[src/rtl/mem_lsu_pkg.sv]
// Shared types for the MEM-stage load/store unit: op codes, FSM states,
// access-size decode and load/store predicates.
package lsu_pkg;

  localparam int REG_ADDR_W = 5;
  localparam int ALUOP_W    = 8;

  typedef logic [REG_ADDR_W-1:0] reg_addr_t;
  typedef logic [ALUOP_W-1:0]    aluop_t;

  localparam aluop_t EXE_OP_NOP = 8'h00, EXE_OP_ADD = 8'h01,
                     EXE_OP_LB  = 8'h20, EXE_OP_LH  = 8'h21, EXE_OP_LW = 8'h22,
                     EXE_OP_LBU = 8'h24, EXE_OP_LHU = 8'h25,
                     EXE_OP_SB  = 8'h28, EXE_OP_SH  = 8'h29, EXE_OP_SW = 8'h2a;

  typedef logic [1:0] state_t;
  localparam state_t ST_IDLE = 2'd0, ST_REQ = 2'd1, ST_WAIT = 2'd2, ST_DONE = 2'd3;

  typedef struct packed {
    logic [2:0] size;
    logic       sext;
  } acc_t;

  function automatic acc_t decode_acc(input aluop_t op);
    acc_t a;
    a = '0;
    case (op)
      EXE_OP_LB:  a = '{size: 3'd1, sext: 1'b1};
      EXE_OP_LH:  a = '{size: 3'd2, sext: 1'b1};
      EXE_OP_LW:  a = '{size: 3'd4, sext: 1'b0};
      EXE_OP_LBU: a = '{size: 3'd1, sext: 1'b0};
      EXE_OP_LHU: a = '{size: 3'd2, sext: 1'b0};
      EXE_OP_SB:  a = '{size: 3'd1, sext: 1'b0};
      EXE_OP_SH:  a = '{size: 3'd2, sext: 1'b0};
      EXE_OP_SW:  a = '{size: 3'd4, sext: 1'b0};
      default:    a = '0;
    endcase
    return a;
  endfunction

  function automatic logic is_load(input aluop_t op);
    return op inside {EXE_OP_LB, EXE_OP_LH, EXE_OP_LW, EXE_OP_LBU, EXE_OP_LHU};
  endfunction

  function automatic logic is_store(input aluop_t op);
    return op inside {EXE_OP_SB, EXE_OP_SH, EXE_OP_SW};
  endfunction

  function automatic logic is_mem(input aluop_t op);
    return is_load(op) || is_store(op);
  endfunction

endpackage

[src/rtl/mem_lsu_if.sv]
// Memory-manager beat port: req/gnt for address phase, rvalid for read data.
interface mem_lsu_if #(
  parameter int ADDR_W    = 32,
  parameter int BUS_BYTES = 1
);
  logic                   req;
  logic                   we;
  logic [ADDR_W-1:0]      addr;
  logic [BUS_BYTES*8-1:0] wdata;
  logic [BUS_BYTES-1:0]   be;
  logic                   gnt;
  logic                   rvalid;
  logic [BUS_BYTES*8-1:0] rdata;

  modport master (output req, we, addr, wdata, be, input gnt, rvalid, rdata);
  modport slave  (input req, we, addr, wdata, be, output gnt, rvalid, rdata);
endinterface

[src/rtl/mem_lsu_rdata_merge.sv]
// Collects load bytes beat by beat and produces the sign/zero-extended value,
// including the bytes arriving on the current beat.
module lsu_rdata_merge #(
  parameter int DATA_W    = 32,
  parameter int BUS_BYTES = 1
) (
  input  logic                   clk,
  input  logic                   cap,
  input  logic [2:0]             beat,
  input  logic [2:0]             lanes,
  input  logic [BUS_BYTES*8-1:0] rdata,
  input  logic [2:0]             size,
  input  logic                   sext,
  output logic [DATA_W-1:0]      ext
);

  logic [7:0]         bytes_q [4];
  logic [7:0]         bytes_n [4];
  logic [3:0]         base;
  logic signed [7:0]  byte_s;
  logic signed [15:0] half_s;

  always_comb begin
    bytes_n = bytes_q;
    base    = {1'b0, beat * lanes};
    for (int j = 0; j < BUS_BYTES; j++) begin
      if (cap && j < int'(lanes) && int'(base) + j < 4)
        bytes_n[2'(int'(base) + j)] = rdata[j*8 +: 8];
    end
  end

  always_ff @(posedge clk)
    bytes_q <= bytes_n;

  assign byte_s = bytes_n[0];
  assign half_s = {bytes_n[1], bytes_n[0]};

  always_comb begin
    case (size)
      3'd1:    ext = sext ? DATA_W'(byte_s) : DATA_W'(bytes_n[0]);
      3'd2:    ext = sext ? DATA_W'(half_s) : DATA_W'({bytes_n[1], bytes_n[0]});
      default: ext = DATA_W'({bytes_n[3], bytes_n[2], bytes_n[1], bytes_n[0]});
    endcase
  end

endmodule

[src/rtl/mem_lsu.sv]
// MEM-stage load/store unit: splits each access into bus beats and stalls EXE.
// Optional LSU_MISALIGN_EXC_EN turns misaligned half/word accesses into an exc_o pulse.
module mem_lsu
  import lsu_pkg::*;
#(
  parameter int DATA_W    = 32,
  parameter int ADDR_W    = 32,
  parameter int BUS_BYTES = 1
) (
  input  logic              clk,
  input  logic              rst,
  input  reg_addr_t         wAddr_i,
  input  logic              wreg_i,
  input  logic [DATA_W-1:0] wData_i,
  input  aluop_t            aluop_i,
  input  logic [ADDR_W-1:0] addr_i,
  output reg_addr_t         wAddr_o,
  output logic              wreg_o,
  output logic [DATA_W-1:0] wData_o,
  mem_lsu_if.master         ram,
  output logic              stallFlag,
  output logic              exc_o
);

  localparam int BW = BUS_BYTES * 8;

  state_t            state_q;
  logic [2:0]        cnt_q, size_q;
  logic              sext_q, load_q, store_q;
  logic [ADDR_W-1:0] addr_q;
  logic [DATA_W-1:0] data_q;
  reg_addr_t         waddr_q;

  acc_t              dec;
  logic              mem_op, mis, last_beat, cap, in_req;
  logic [2:0]        lanes, nbeats;
  logic [5:0]        shamt;
  logic [DATA_W-1:0] data_sh, rd_ext;

  assign dec    = decode_acc(aluop_i);
  assign mem_op = is_mem(aluop_i);
`ifdef LSU_MISALIGN_EXC_EN
  assign mis = (dec.size == 3'd2 && addr_i[0]) || (dec.size == 3'd4 && addr_i[1:0] != 2'b00);
`else
  assign mis = 1'b0;
`endif

  // Lanes per beat and beat count derive from the latched access size.
  assign lanes     = (32'(size_q) < BUS_BYTES) ? size_q : 3'(BUS_BYTES);
  assign nbeats    = 3'((32'(size_q) + BUS_BYTES - 1) / BUS_BYTES);
  assign last_beat = (cnt_q == nbeats - 3'd1);
  assign shamt     = {cnt_q * lanes, 3'b000};
  assign data_sh   = data_q >> shamt;

  assign in_req    = (state_q == ST_REQ);
  assign ram.req   = in_req;
  assign ram.we    = in_req && store_q;
  assign ram.be    = in_req ? BUS_BYTES'((32'd1 << lanes) - 32'd1) : '0;
  assign ram.addr  = addr_q + ADDR_W'(32'(cnt_q) * BUS_BYTES);
  assign ram.wdata = data_sh[BW-1:0];
  assign cap       = (state_q == ST_WAIT) && ram.rvalid;

  assign stallFlag = (state_q == ST_IDLE && mem_op) || state_q == ST_REQ || state_q == ST_WAIT;

  lsu_rdata_merge #(.DATA_W(DATA_W), .BUS_BYTES(BUS_BYTES)) u_merge (
    .clk   (clk),
    .cap   (cap),
    .beat  (cnt_q),
    .lanes (lanes),
    .rdata (ram.rdata),
    .size  (size_q),
    .sext  (sext_q),
    .ext   (rd_ext)
  );

  always_ff @(posedge clk or posedge rst) begin
    if (rst) begin
      state_q <= ST_IDLE;
      cnt_q   <= '0;
      size_q  <= '0;
      sext_q  <= 1'b0;
      load_q  <= 1'b0;
      store_q <= 1'b0;
      addr_q  <= '0;
      data_q  <= '0;
      waddr_q <= '0;
    end else begin
      case (state_q)
        ST_IDLE: if (mem_op) begin
          size_q  <= dec.size;
          sext_q  <= dec.sext;
          load_q  <= is_load(aluop_i);
          store_q <= is_store(aluop_i);
          addr_q  <= addr_i;
          data_q  <= wData_i;
          waddr_q <= wAddr_i;
          cnt_q   <= '0;
          state_q <= mis ? ST_DONE : ST_REQ;
        end
        ST_REQ: if (ram.gnt) begin
          if (load_q)         state_q <= ST_WAIT;
          else if (last_beat) state_q <= ST_DONE;
          else                cnt_q   <= cnt_q + 3'd1;
        end
        ST_WAIT: if (ram.rvalid) begin
          if (last_beat) state_q <= ST_DONE;
          else begin
            cnt_q   <= cnt_q + 3'd1;
            state_q <= ST_REQ;
          end
        end
        default: state_q <= ST_IDLE;
      endcase
    end
  end

  // Write-back register: ALU pass-through from IDLE, or the load result on the final beat.
  always_ff @(posedge clk or posedge rst) begin
    if (rst) begin
      wAddr_o <= '0;
      wreg_o  <= 1'b0;
      wData_o <= '0;
    end else begin
      wreg_o <= 1'b0;
      if (state_q == ST_IDLE && !mem_op) begin
        wAddr_o <= wAddr_i;
        wreg_o  <= wreg_i;
        wData_o <= wData_i;
      end else if (cap && last_beat) begin
        wAddr_o <= waddr_q;
        wreg_o  <= 1'b1;
        wData_o <= rd_ext;
      end
    end
  end

`ifdef LSU_MISALIGN_EXC_EN
  logic exc_q;
  always_ff @(posedge clk or posedge rst) begin
    if (rst) exc_q <= 1'b0;
    else     exc_q <= (state_q == ST_IDLE) && mem_op && mis;
  end
  assign exc_o = exc_q;
`else
  assign exc_o = 1'b0;
`endif

endmodule

[src/flat_wrapper.sv]
// flat-port wrapper written by rule: the top's interface ports become plain ports
module mem_lsu_flat import lsu_pkg::*;
#(
  parameter int DATA_W    = 32,
  parameter int ADDR_W    = 32,
  parameter int BUS_BYTES = 1
)
  (clk, rst, wAddr_i, wreg_i, wData_i, aluop_i, addr_i, wAddr_o, wreg_o, wData_o, stallFlag, exc_o, ram_req, ram_we, ram_addr, ram_wdata, ram_be, ram_gnt, ram_rvalid, ram_rdata);
  mem_lsu_if #(.ADDR_W(ADDR_W), .BUS_BYTES(BUS_BYTES)) ram_i ();
  input  logic clk;
  input  logic rst;
  input  reg_addr_t wAddr_i;
  input  logic wreg_i;
  input  logic [DATA_W-1:0] wData_i;
  input  aluop_t aluop_i;
  input  logic [ADDR_W-1:0] addr_i;
  output reg_addr_t wAddr_o;
  output logic wreg_o;
  output logic [DATA_W-1:0] wData_o;
  output logic stallFlag;
  output logic exc_o;
  output wire logic [$bits(ram_i.req)-1:0] ram_req;
  output wire logic [$bits(ram_i.we)-1:0] ram_we;
  output wire logic [$bits(ram_i.addr)-1:0] ram_addr;
  output wire logic [$bits(ram_i.wdata)-1:0] ram_wdata;
  output wire logic [$bits(ram_i.be)-1:0] ram_be;
  input wire logic [$bits(ram_i.gnt)-1:0] ram_gnt;
  input wire logic [$bits(ram_i.rvalid)-1:0] ram_rvalid;
  input wire logic [$bits(ram_i.rdata)-1:0] ram_rdata;
  assign ram_req = ram_i.req;
  assign ram_we = ram_i.we;
  assign ram_addr = ram_i.addr;
  assign ram_wdata = ram_i.wdata;
  assign ram_be = ram_i.be;
  assign ram_i.gnt = ram_gnt;
  assign ram_i.rvalid = ram_rvalid;
  assign ram_i.rdata = ram_rdata;
  mem_lsu #(.DATA_W(DATA_W), .ADDR_W(ADDR_W), .BUS_BYTES(BUS_BYTES)) u_core (.clk(clk), .rst(rst), .wAddr_i(wAddr_i), .wreg_i(wreg_i), .wData_i(wData_i), .aluop_i(aluop_i), .addr_i(addr_i), .wAddr_o(wAddr_o), .wreg_o(wreg_o), .wData_o(wData_o), .ram(ram_i), .stallFlag(stallFlag), .exc_o(exc_o));
endmodule
[config.mk]
export PLATFORM = sky130hd
export DESIGN_NAME = mem_lsu_flat
export DESIGN_NICKNAME = d
export VERILOG_FILES = /design/src/rtl/mem_lsu_pkg.sv /design/src/rtl/mem_lsu_if.sv /design/src/rtl/mem_lsu_rdata_merge.sv /design/src/rtl/mem_lsu.sv /design/src/flat_wrapper.sv
export SDC_FILE = /design/constraint.sdc
export NUM_CORES = 1
export LEC_CHECK = 0
export BUFFER_PORTS_ARGS = -buffer_cell sky130_fd_sc_hd__buf_2
export CAP_MARGIN = 0
export CORE_MARGIN = 2
export CORE_UTILIZATION = 35
export CTS_CLUSTER_SIZE = 8
export DETAILED_ROUTE_END_ITERATION = 10
export PLACE_DENSITY = 0.67
export SYNTH_ARGS = -nofsm -noshare
export SYNTH_HDL_FRONTEND = slang
export SYNTH_SLANG_ARGS = --single-unit
[constraint.sdc]
create_clock -name clk -period 7.4 [get_ports clk]
set_clock_uncertainty 0.1 [all_clocks]
set_input_delay 0.74 -clock clk [delete_from_list [all_inputs] [get_ports clk]]
set_output_delay 0.74 -clock clk [all_outputs]
set_load 0.01 [all_outputs]
==> flow_summary.ini <==
[worst_setup_path]
crit_path_start_kind = flip-flop
path_max_fanout = 8
critPathKind = flip-flop to output port
crit_chain = ha_1 > inv_1 > fa_1 > nand2b_1 > a211oi_1 > nand3_1 > nor4_1 > xor2_1 > buf_2
critical-path-max-stage-delay_ns = 0.54
cp_data_arrival_time_ns = 3.49
end_kind = output port
path_depth = 9
ff2ff_path_depth = 9
cp_slowest_cell = dfrtp_1
cpLargestDelayFamily = simple AND/OR/NAND/NOR gates
cp.required_ns = 6.56
critPathBufInv = 2

[clock_tree]
clk_pin_slew_ns = 0.07
root_buffer = clkbuf_16
cts_resized = 0
postCtsSetupRepairBufs = 0
cts.path.max_buffers = 2
cts_tree = built
cts.sinks = 150
cts_buffers = 17
cts-hold-fix-buffers = 0
htree_levels = 4
clkLatencyLatePin_ns = 0.42

[power]
pwr-share-clk_pct = 23.0
p_leak_nw = 4.01
p_int_w = 0.00225
combPwrFrac_pct = 38.1
worst_ir_drop_vdd_mv = 0.189
p_switching_w = 0.00133
power.density_nw_per_um2 = 415
power_frac_seq_pct = 38.9
swShare_pct = 37.2

[logic_synthesis]
ys_warn_count = 0
netlist_top_cells_area = dfrtp_1 42%, mux2_2 14%, dfxtp_1 9.2%, nand2_1 3.3%, o21ai_0 2.8%
synth_top_area_cell = dfrtp_1
syn_area_per_cell_um2 = 11.1
syn-cell-area_um2 = 7000
synth_ff_type = dfrtp_1
ys_seq_area_share_pct = 51.3
synth_cell_types = 58
ys_ff_latch = 150
syn-instance-count = 628
synth_top_cell_area_share_pct = 42.2
synth-edff-count = 0
yosysMostFrequentCell = dfrtp_1
synthArstFlopShare_pct = 78.7
synth_common_cells = 118 x dfrtp_1, 87 x mux2_2, 62 x nand2_1

[final_layout]
diodes = 0
area_growth_pct = 23.4
layout-drive-gt1-share_pct = 40.3
ff_latch_area_um2 = 3590
n_fill_cell = 1892
final_nets = 885
multi_input_area_um2 = 3140

[timing]
finalSetupViolCount = 0
rsz0062_at_grt = false
period_share_pct = 58.5
tns_ns = 0
hold-worst-slack_ns = 0.254
drv_slew = 0
fmax_mhz = 231
max_slew_margin_pct = 30.8
worstMarginPinSlew_ns = 1.04
min_period_ns = 4.33
hold_violations = 0

[floorplan]
pin_count = 173
dieArea_um2 = 21100
rows = 51
dieHeight_um = 145
core_area_um2 = 19500
initial_core_util_pct = 35.8
dieWidth_um = 145

[status]
outcome = finished clean

[grt]
antenna_found_initial = 1
grt_usage_pct = 16.9
grt_first_pass_wirelength_um = 28200
grt_max_degree = 75
grt_pass1_vias = 5282
gr-total-overflow = 0

[min_path]
hold-path-cell-count = 0
min_path_type = flip-flop to flip-flop

[job]
drv_cap = 0

[routing]
dr.pass1.iters = 4
routed_wl_um = 17600
drtAntennaViolNets = 0
route.vias.total = 5201
via_per_inst = 4.91
wl_per_cell_um = 16.6
drc_errors = 0
drtIter0Drc = 208

[placed_design]
routabilityCongestion = 0.849
hpwlAfterDp_um = 12600
io_buffers = 171
==> worst paths after layout <==
path,from,end,slack [ns]
setup / recovery,u_core.cnt_q[0]$_DFFE_PP0P_,ram_addr[30],3.07
hold / removal,u_core.u_merge.bytes_q[0]$_DFF_P_,u_core.u_merge.bytes_q[0]$_DFF_P_,0.25
setup reg to reg,u_core.size_q[2]$_DFFE_PP0P_,u_core.wData_o[26]$_DFFE_PP0P_,3.57
hold reg to reg,u_core.u_merge.bytes_q[0]$_DFF_P_,u_core.u_merge.bytes_q[0]$_DFF_P_,0.25
max in group asynchronous,rst,u_core.wData_o[6]$_DFFE_PP0P_,5.54
min in group asynchronous,rst,u_core.addr_q[15]$_DFFE_PP0P_,0.33
==> stage by stage <==
| step | instance area (µm²) | power (W) | std cells | utilization, % | worst slack [ns] |
|---|---|---|---|---|---|
| 2_1_floorplan | 7000 | 0.00226 | 629 | - | 3.43 |
| 3_3_place_gp | 8070 | 0.00275 | 1027 | 41.3 | 3.56 |
| 3_5_place_dp | 8070 | 0.00279 | 1027 | 41.3 | 3.53 |
| 4_1_cts | 8640 | 0.00362 | 1059 | 44.2 | 3.07 |
| 5_1_grt | 8640 | 0.00383 | 1059 | 44.2 | 2.77 |
| 6_report | 8640 | 0.00358 | 1059 | 44.2 | 3.07 |
==> kinds of logic after synthesis <==
logic type / Yosys count / synth area share [%]
simple gates: 155 / 10.7
flops: 150 / 51.3
compound gates: 105 / 9.53
mux: 98 / 17.0
buf+inv: 70 / 4.15
xor+xnor: 35 / 4.60
fa+ha+maj: 14 / 2.61
other cells: 1 / 0.0536
==> power groups by stage <==
stage / clock [W] / combinational, W / sequential [W]
3_3_place_gp: 0 / 0.00136 / 0.00140
6_report: 0.000825 / 0.00137 / 0.00139
4_1_cts: 0.000843 / 0.00139 / 0.00139
5_1_grt: 0.000880 / 0.00152 / 0.00144
2_1_floorplan: 0 / 0.000872 / 0.00139
3_5_place_dp: 0 / 0.00138 / 0.00140
==> placed cells by master, fill, tap and decap left out, types with 6 or more instances in the layout <==
master and count:
nor2_1 34, nand2_1 62, buf_4 7, inv_1 23
a211oi_1 9, nand3_1 11, mux2_2 87, dfxtp_1 32
dfrtp_1 118, a31oi_1 6, o21ai_0 39, xnor2_1 21
clkbuf_16 17, buf_2 171, xor2_1 13, nor2b_1 10
inv_6 6, ha_1 13, nor3_1 7, mux4_2 8
a21oi_1 17, o22ai_1 17, nand4_1 7
==> layout make-up <==
type	count	area share, %
flip-flops and latches	150	41.6
inverters	25	1.12
well taps	265	3.84
clock buffers	18	4.97
repair buffers	178	10.5
clock inverters	14	1.55
multi-input cells	409	36.4
==> state kept, by name, indices dropped and copies added (netlist names) <==
signal,count
u_core.u_merge.bytes_q,32
u_core.wAddr_o,5
u_core.store_q,1
u_core.addr_q,32
u_core.size_q,3
u_core.load_q,1
u_core.data_q,32
u_core.wreg_o,1
u_core.sext_q,1
u_core.cnt_q,3
u_core.wData_o,32
u_core.waddr_q,5
u_core.state_q,2
==> metal layers <==
metal,vias to the layer above,track usage (%),share of wire [%]
met2,190,26.1,45
met3,25,5.20,8.2
met4,2,5.54,1.8
met1,2490,22.8,45
met5,-,0,0.040
li1,2494,-,-
Power figures use the tool's default switching activity.
